`config.mk`:
```
export PLATFORM = sky130hd
export DESIGN_NAME = aes_key_schedule
export DESIGN_NICKNAME = d
export VERILOG_FILES = /design/src/rtl/aes_key_schedule.sv
export SDC_FILE = /design/constraint.sdc
export NUM_CORES = 2
export LEC_CHECK = 0
export ABC_CLOCK_PERIOD_IN_PS = 32400
export CORE_AREA = 2 2 362 364
export DETAILED_ROUTE_END_ITERATION = 8
export DIE_AREA = 0 0 364 366
export PLACE_DENSITY = 0.78
export SLEW_MARGIN = 20
export SYNTH_ARGS = -nofsm -noshare
export SYNTH_HDL_FRONTEND = slang
export SYNTH_SLANG_ARGS = --single-unit
```
`constraint.sdc`:
```
create_clock -name clk -period 32.4 [get_ports clk]
set_input_delay 6.48 -clock clk [delete_from_list [all_inputs] [get_ports clk]]
set_output_delay 6.48 -clock clk [all_outputs]
set_load 0.01 [all_outputs]
```
`src/rtl/aes_key_schedule.sv`:
```
// aes_key_schedule
//   Iterative AES-128 key expansion. It captures a 128-bit cipher key on
//   start and then produces round keys 0..10 one at a time. Each next
//   request advances one round. A single 128-bit state register holds the
//   current round key, so no key storage is needed.
//
// Ports
//   clk        core clock, all state updates on posedge
//   reset_n    synchronous active-low reset
//   start      capture key and restart at round 0 (has priority over next)
//   key        cipher key, byte 0 = key[127:120], w0 = key[127:96]
//   next       advance to the following round key
//   round_key  current round key, same ordering as key
//   round      index of the presented round key (0..10)
//   key_valid  round_key/round are valid
//   last       round 10 is being presented
//
// state  | meaning
// IDLE   | no key loaded, next ignored
// ACTIVE | rounds 0..9 presented, next advances
// FINAL  | round 10 presented and held, next ignored
module aes_key_schedule (
    input  logic         clk,
    input  logic         reset_n,
    input  logic         start,
    input  logic [127:0] key,
    input  logic         next,
    output logic [127:0] round_key,
    output logic [3:0]   round,
    output logic         key_valid,
    output logic         last
);

    typedef enum logic [1:0] {IDLE, ACTIVE, FINAL} state_t;

    state_t       state, state_nxt;
    logic [7:0]   rcon, rcon_nxt;
    logic [127:0] rk_nxt;
    logic [3:0]   round_nxt;
    logic         valid_nxt;

    logic [31:0]  w0, w1, w2, w3;
    logic [31:0]  rot, t;
    logic [31:0]  n0, n1, n2, n3;

    function automatic logic [7:0] gf_mul(input logic [7:0] a, input logic [7:0] b);
        logic [7:0] p;
        logic [7:0] x;
        p = 8'h00;
        x = a;
        for (int i = 0; i < 8; i++) begin
            if (b[i]) p = p ^ x;
            x = {x[6:0], 1'b0} ^ (x[7] ? 8'h1b : 8'h00);
        end
        return p;
    endfunction

    // Forward S-box: multiplicative inverse as a^254 (0 maps to 0), then
    // the affine transform expressed as XOR of byte rotations plus 0x63.
    function automatic logic [7:0] sbox(input logic [7:0] a);
        logic [7:0] inv;
        logic [7:0] sq;
        inv = 8'h01;
        sq  = a;
        // 254 = 2+4+8+16+32+64+128
        for (int i = 1; i < 8; i++) begin
            sq  = gf_mul(sq, sq);
            inv = gf_mul(inv, sq);
        end
        return inv ^ {inv[6:0], inv[7]} ^ {inv[5:0], inv[7:6]}
                   ^ {inv[4:0], inv[7:5]} ^ {inv[3:0], inv[7:4]} ^ 8'h63;
    endfunction

    function automatic logic [7:0] xtime(input logic [7:0] a);
        return {a[6:0], 1'b0} ^ (a[7] ? 8'h1b : 8'h00);
    endfunction

    assign w0  = round_key[127:96];
    assign w1  = round_key[95:64];
    assign w2  = round_key[63:32];
    assign w3  = round_key[31:0];
    assign rot = {w3[23:0], w3[31:24]};
    assign t   = {sbox(rot[31:24]), sbox(rot[23:16]), sbox(rot[15:8]), sbox(rot[7:0])}
                 ^ {rcon, 24'h000000};
    assign n0  = w0 ^ t;
    assign n1  = w1 ^ n0;
    assign n2  = w2 ^ n1;
    assign n3  = w3 ^ n2;

    always_comb begin
        state_nxt = state;
        rk_nxt    = round_key;
        round_nxt = round;
        rcon_nxt  = rcon;
        valid_nxt = key_valid;
        if (start) begin
            state_nxt = ACTIVE;
            rk_nxt    = key;
            round_nxt = 4'd0;
            rcon_nxt  = 8'h01;
            valid_nxt = 1'b1;
        end else begin
            case (state)
                ACTIVE: begin
                    if (next) begin
                        rk_nxt    = {n0, n1, n2, n3};
                        round_nxt = round + 4'd1;
                        rcon_nxt  = xtime(rcon);
                        if (round == 4'd9) state_nxt = FINAL;
                    end
                end
                default: ;
            endcase
        end
    end

    always_ff @(posedge clk) begin
        if (!reset_n) begin
            state     <= IDLE;
            round_key <= 128'h0;
            round     <= 4'd0;
            key_valid <= 1'b0;
            rcon      <= 8'h01;
        end else begin
            state     <= state_nxt;
            round_key <= rk_nxt;
            round     <= round_nxt;
            key_valid <= valid_nxt;
            rcon      <= rcon_nxt;
        end
    end

    assign last = (state == FINAL);

endmodule

```
; Yosys cells after proc, flatten, opt, wreduce, memory -nomap -nowiden
; Cells that the tools add are included.
[totals]
output_inout_bits = 134
memories = 0
in_bits = 132
regBits = 143
wordCells = 1621
ramBits = 0
romBits = 0
latchBits = 0
[classes]
n_addsub = 1
div = 0
shifts = 0
n_eq_ne = 3
n_reduce_logical = 8
n_bitwise = 783
magnitude_cmp = 0
n_mux = 820
mul = 0
[op_table]
columns = operator, count
row1 = $mux 8, 420
row2 = $xor 8x8->8, 380
row3 = $xor 8x5->8, 365
row4 = $mux 5, 369
row5 = $mux 128, 3
row6 = $xor 32x32->32, 5
row7 = $mux 7, 4
row8 = $not 1->1 const A, 28
row9 = $mux 6, 4
row10 = $mux 4, 4
row11 = $not 4->4, 4
row12 = $mux 3, 4
row13 = $mux 1, 8
row14 = $mux 2, 4
row15 = $reduce_and 3->1, 2
row16 = $reduce_bool 2->1, 3
row17 = $add 4x1->4 const B, 1
row18 = $eq 4x4->1 const B, 1
row19 = $reduce_and 2->1, 2
row20 = $eq 2x1->1 const B, 1
row21 = $eq 2x2->1 const B, 1
row22 = $reduce_or 2->1, 1
row23 = $not 1->1, 1

; Depth between registers and ports, before layout
[depth]
depth_word = 140
depth_mapped = 65
ltp_nobuf = 56

; Worst setup path after synthesis
; OpenSTA, ideal clock, no wires.
[synth_path]
path_type = register -> register
from = reg round_key[16]
to = reg round_key[25]
required_time_ns = 32.267
stages_incl_launch_ff = 62
synth_period_minus_slack_ns = 15.864
n_path_buf = 5
slack_ns = 16.536
setup_ns = 0.133
arrival_time_ns = 15.731
cell_sequence = dfxtp_1 -> ha_1 -> buf_2 -> and2_1 -> xor2_1 -> clkinv_1 -> clkbuf_1 -> ha_1 -> buf_2 -> clkinv_1 -> xnor3_1 -> o21a_2 -> nor2_1 -> a2bb2oi_1 -> o221ai_2 -> xnor2_2 -> buf_2 -> nor2_1 -> [26 not listed] -> xnor2_1 -> mux2i_1 -> o22ai_1 -> xnor2_1 -> xnor3_1 -> xnor3_2 -> xnor3_2 -> xor2_2 -> nand2_1 -> xor3_1 -> xnor3_1 -> xnor2_2 -> xnor3_2 -> xnor2_4 -> xnor3_1 -> nor2_1 -> xnor2_1 -> a21oi_1
[synth_between]
elab_chain_len = 137
elab_cells_between_ends = 391
classes_between = 199 x mux / 192 x bitwise
[synth_lines]
columns = item, line
row1 = from (decl), 28  ; output logic [127:0] round_key,
row2 = from (signal assigned), 126  ; round_key <= rk_nxt;
row3 = $mux 8, 52  ; if (b[i]) p = p ^ x;
row4 = $xor 8x8->8, 52
row5 = $mux 8, 52
row6 = $xor 8x8->8, 52
row7 = $mux 8, 52
row8 = $xor 8x8->8, 52
row9 = $mux 8, 52
row10 = $xor 8x8->8, 52
row11 = [121 not listed], -
row12 = $xor 32x32->32 (*), 84  ; ^ {rcon, 24'h000000};
row13 = $xor 32x32->32 (*), 85  ; assign n0 = w0 ^ t;
row14 = $xor 32x32->32 (*), 86  ; assign n1 = w1 ^ n0;
row15 = $xor 32x32->32 (*), 87  ; assign n2 = w2 ^ n1;
row16 = $xor 32x32->32 (*), 88  ; assign n3 = w3 ^ n2;
row17 = $mux 128 (*), 105  ; if (next) begin
row18 = $mux 128 (*), 103  ; case (state)
row19 = $mux 128 (*), 96  ; if (start) begin
; Mark *: on every way between the ends. The rest lies on a longest branch, timed or not. The select of a mux whose other input is x is not followed.
; A chain may end at the register's enable or synchronous reset.

; Worst setup path in the final report
[layout_path]
from = reg round_key[16]
to = reg round_key[24]
; The elaborated chain is that of the path after synthesis.

==> qor.yml <==
status:
  status: "finished clean"
worst_setup_path:
  r2r.worst_path.cells: 57
  worst-path-max-fanout: 18
  path_common_cell: "xnor2_1"
  critical_path.reg2reg.startpoint: "round_key[16]"
  timing.critical_path.to_type: "flip-flop"
  criticalPathCategory: "reg -> reg"
  sort_of_element_at_the_start_of_the_critical_path: "flip-flop"
  max_stage_delay_ns: 1.02
  worstReg2RegEnd: "round_key[24]"
  ff2ff_setup_slack_ns: 12.23
  worst_ep_required_time_ns: 32.78
  timing.critical_path.slowest_stage_cell: "xnor3_1"
  cp_data_arrival_time_ns: 20.55
placed_design:
  numPortBuffers: 265
  post-dp-hpwl_microns: 148000
  routabilityCongestion: 0.960
  post-place-ws_ns: 12.72
logic_synthesis:
  synth.net_count: 8646
  synth_compound_area_frac: 0.174
  synth.avg_cell_area_sq_um: 7.55
  ys.warnings.count: 0
  yosys.area_share.adder: 0.00410
  synth-edff-count: 0
  synth.mux.area_fraction: 0.0371
  synth_ff_type: "dfxtp_1"
  synth_cell_area_sq_um: 64100
  synth_seq_area_share: 0.0447
  yosysUniqueCellTypes: 125
  synth_xor_xnor_area_share: 0.493
  synth.ff_latch_count: 143
  postSynth.asyncResetShare: 0
  post_synth_inst_count: 8493
  synth_top_family_by_area: "XOR/XNOR gates"
  post_synth_simple_gate_area: 0.201
die:
  core_area_sq_um: 129000
  fp.dieW_microns: 364
  placementRows: 132
  dieArea_sq_um: 133000
  design.portCount: 266
  starting_density_of_the_core: 0.497
  die-height_microns: 366
grt:
  first_global_vias: 57800
  gr-usage-all-layers: 0.289
  maximum_number_of_pins_on_one_net_before_global_route_repair: 113
  global_route_wire_length_before_repair_microns: 318000
  grt_overflow: 0
  grt_antenna_before_repair: 10
sta:
  timing.final.crit_share: 0.622
  setup_total_negative_slack_ns: 0
  slew_viol_final: 0
  post-route-worst-setup-slack_ns: 12.23
  min_period_ns: 20.17
  maxClockFrequency_mhz: 49.6
  finalHoldViolations: 0
  rsz0062_at_grt: "false"
  timing.final.setup_violations: 0
  tightest_slew_ns: 1.18
  maxSlewHeadroom: 0.210
  skew_ns: 0.0407
drt:
  drtIter0Drc: 6813
  final_routed_wire_length_divided_by_cell_count_microns: 19.7
  vias: 61400
  wl_microns: 200000
  route.antenna.remaining_nets: 0
  avgViaCountPerCell: 6.03
  post-route-drc-count: 0
  drt_pre_antenna_iters: 6
cells_and_area:
  n_fill_cell: 11900
  areaGrowthSynthToFinish_pct: 7.84
  share_of_layout_cells_above_drive_strength_1: 0.0791
  finish.net_count: 8582
worst_hold_path:
  holdPathEnd: "key_valid"
  worst_hold_startpoint: "key_valid"
  whs_path_depth: 1
  hp-class: "reg -> reg"
clock_network:
  post-cts-setup-buffer-count: 0
  cts_buffer_depth: 2
  post_cts_hold_fix_bufs: 0
  cts_resized: 0
  numCtsBuffers: 17
  cts_num_sinks: 143
  clk_transition_reported_paths_ns: 0.09
  cts_root_buffer: "clkbuf_16"
  cts_tree: "built"
  worst_skew_pair.late_latency_ns: 0.54
  cts_htree_levels: 4
flow_run:
  max-cap-violations: 0
## metrics by stage
| stage | hold WS, ns | util | cells | instance area, sq um |
|---|---|---|---|---|
| 6_report | 0.488 | 0.536 | 10200 | 69100 |
| 2_1_floorplan | 0.457 | - | 8493 | 64100 |
| 3_3_place_gp | 0.438 | 0.530 | 10200 | 68400 |
| 5_1_grt | 0.505 | 0.536 | 10200 | 69100 |
| 3_5_place_dp | 0.474 | 0.531 | 10200 | 68400 |
| 4_1_cts | 0.490 | 0.535 | 10200 | 69000 |
## routing by layer
metal	global-route usage	wire length, microns
met5	0	74
met2	0.458	89600
met1	0.394	85000
met3	0.0639	20800
met4	0.0772	4820
## area by class of cell
cell class | instances | area (sq um) | share of cell area
clock buffers | 20 | 447 | 0.00646
repair buffers | 507 | 4470 | 0.0646
flip-flops and latches | 143 | 2860 | 0.0414
well taps | 1742 | 2180 | 0.0315
clock inverters | 11 | 131 | 0.00190
multi-input cells | 7673 | 58700 | 0.849
inverters | 87 | 327 | 0.00472
diodes | 2 | 5.00 | 0.0000724
## kinds of logic after synthesis
logic type                 Yosys count
buffers and inverters              677
AOI/OAI and AO/OA                 1758
muxes                              232
DFF                                143
xor gates and xnor gates          2724
adders and majority gates           21
and+or+nand+nor                   2938
## cells in the mapped netlist, types with 52 or more instances
library cell,n,area share
a31oi_1,53,0.0052
xor3_1,54,0.020
o21ai_0,460,0.036
clkbuf_1,347,0.020
nand3_1,161,0.013
nor2b_1,91,0.0089
nand2b_1,59,0.0058
a22oi_1,52,0.0061
nand2_1,879,0.051
xor2_1,491,0.067
and2_1,144,0.014
xnor2_2,101,0.026
a211oi_1,66,0.0077
nor3_1,171,0.013
xnor2_1,1626,0.22
dfxtp_1,143,0.045
o22ai_1,126,0.012
inv_1,67,0.0039
xnor3_1,363,0.13
mux2i_1,187,0.029
a21oi_1,501,0.039
o211ai_1,54,0.0063
nor2_1,1218,0.071
buf_2,149,0.012
## critical path: cells and delay by family, from the launching register on
family                   cells  cell delay, ns
flip-flops                   1            0.55
adder cells (fa/ha/maj)      3            1.55
buffers and inverters        5            1.61
AO/OA/AOI/OAI               10            3.45
multiplexers                 4            1.07
AND/OR/NAND/NOR             16            3.77
XOR/XNOR                    19            7.96
## worst max-delay path by stage
stage | depth (start not counted) | slack, ns | from | endpoint
after global routing | 57 | 10.80 | round_key[16] | round_key[24]
after global placement | 57 | 12.88 | round_key[16] | round_key[24]
after floorplan | 61 | 16.54 | round_key[16] | round_key[25]
after CTS | 57 | 12.60 | round_key[16] | round_key[24]
final | 57 | 12.23 | round_key[16] | round_key[24]
after detailed placement | 57 | 12.72 | round_key[16] | round_key[24]
## placed cells by master, fill, tap and decap left out, types with 22 or more instances in the layout
cell type and count:
xor2_1 478, xnor2_1 1585, nand4_1 23, nand3_1 161
and2_1 144, o21ai_1 38, and3_1 36, or3_1 30
o31ai_1 28, xnor3_1 363, dfxtp_1 143, xor2_2 47
o221ai_1 29, o22ai_1 126, a31oi_1 53, mux2_2 42
buf_4 243, xnor2_2 140, a211o_1 22, nor2_1 1218
o21a_1 33, o211ai_1 54, nor3_1 171, nor2b_1 91
nand2b_1 59, xor3_1 54, o21ai_0 460, or2_2 25
clkdlybuf4s50_1 263, a21oi_1 501, a211oi_1 66, inv_1 67
nand2_1 879, mux2i_1 187, a22oi_1 52, xnor2_4 28
## registers in the layout, summed over array words and instances (netlist names)
name / cells
key_valid: 1
rcon: 8
round: 4
round_key: 128
state: 2
Power is not shown: default switching activity piles up to over one toggle a cycle in this logic, so the estimate is an artifact.
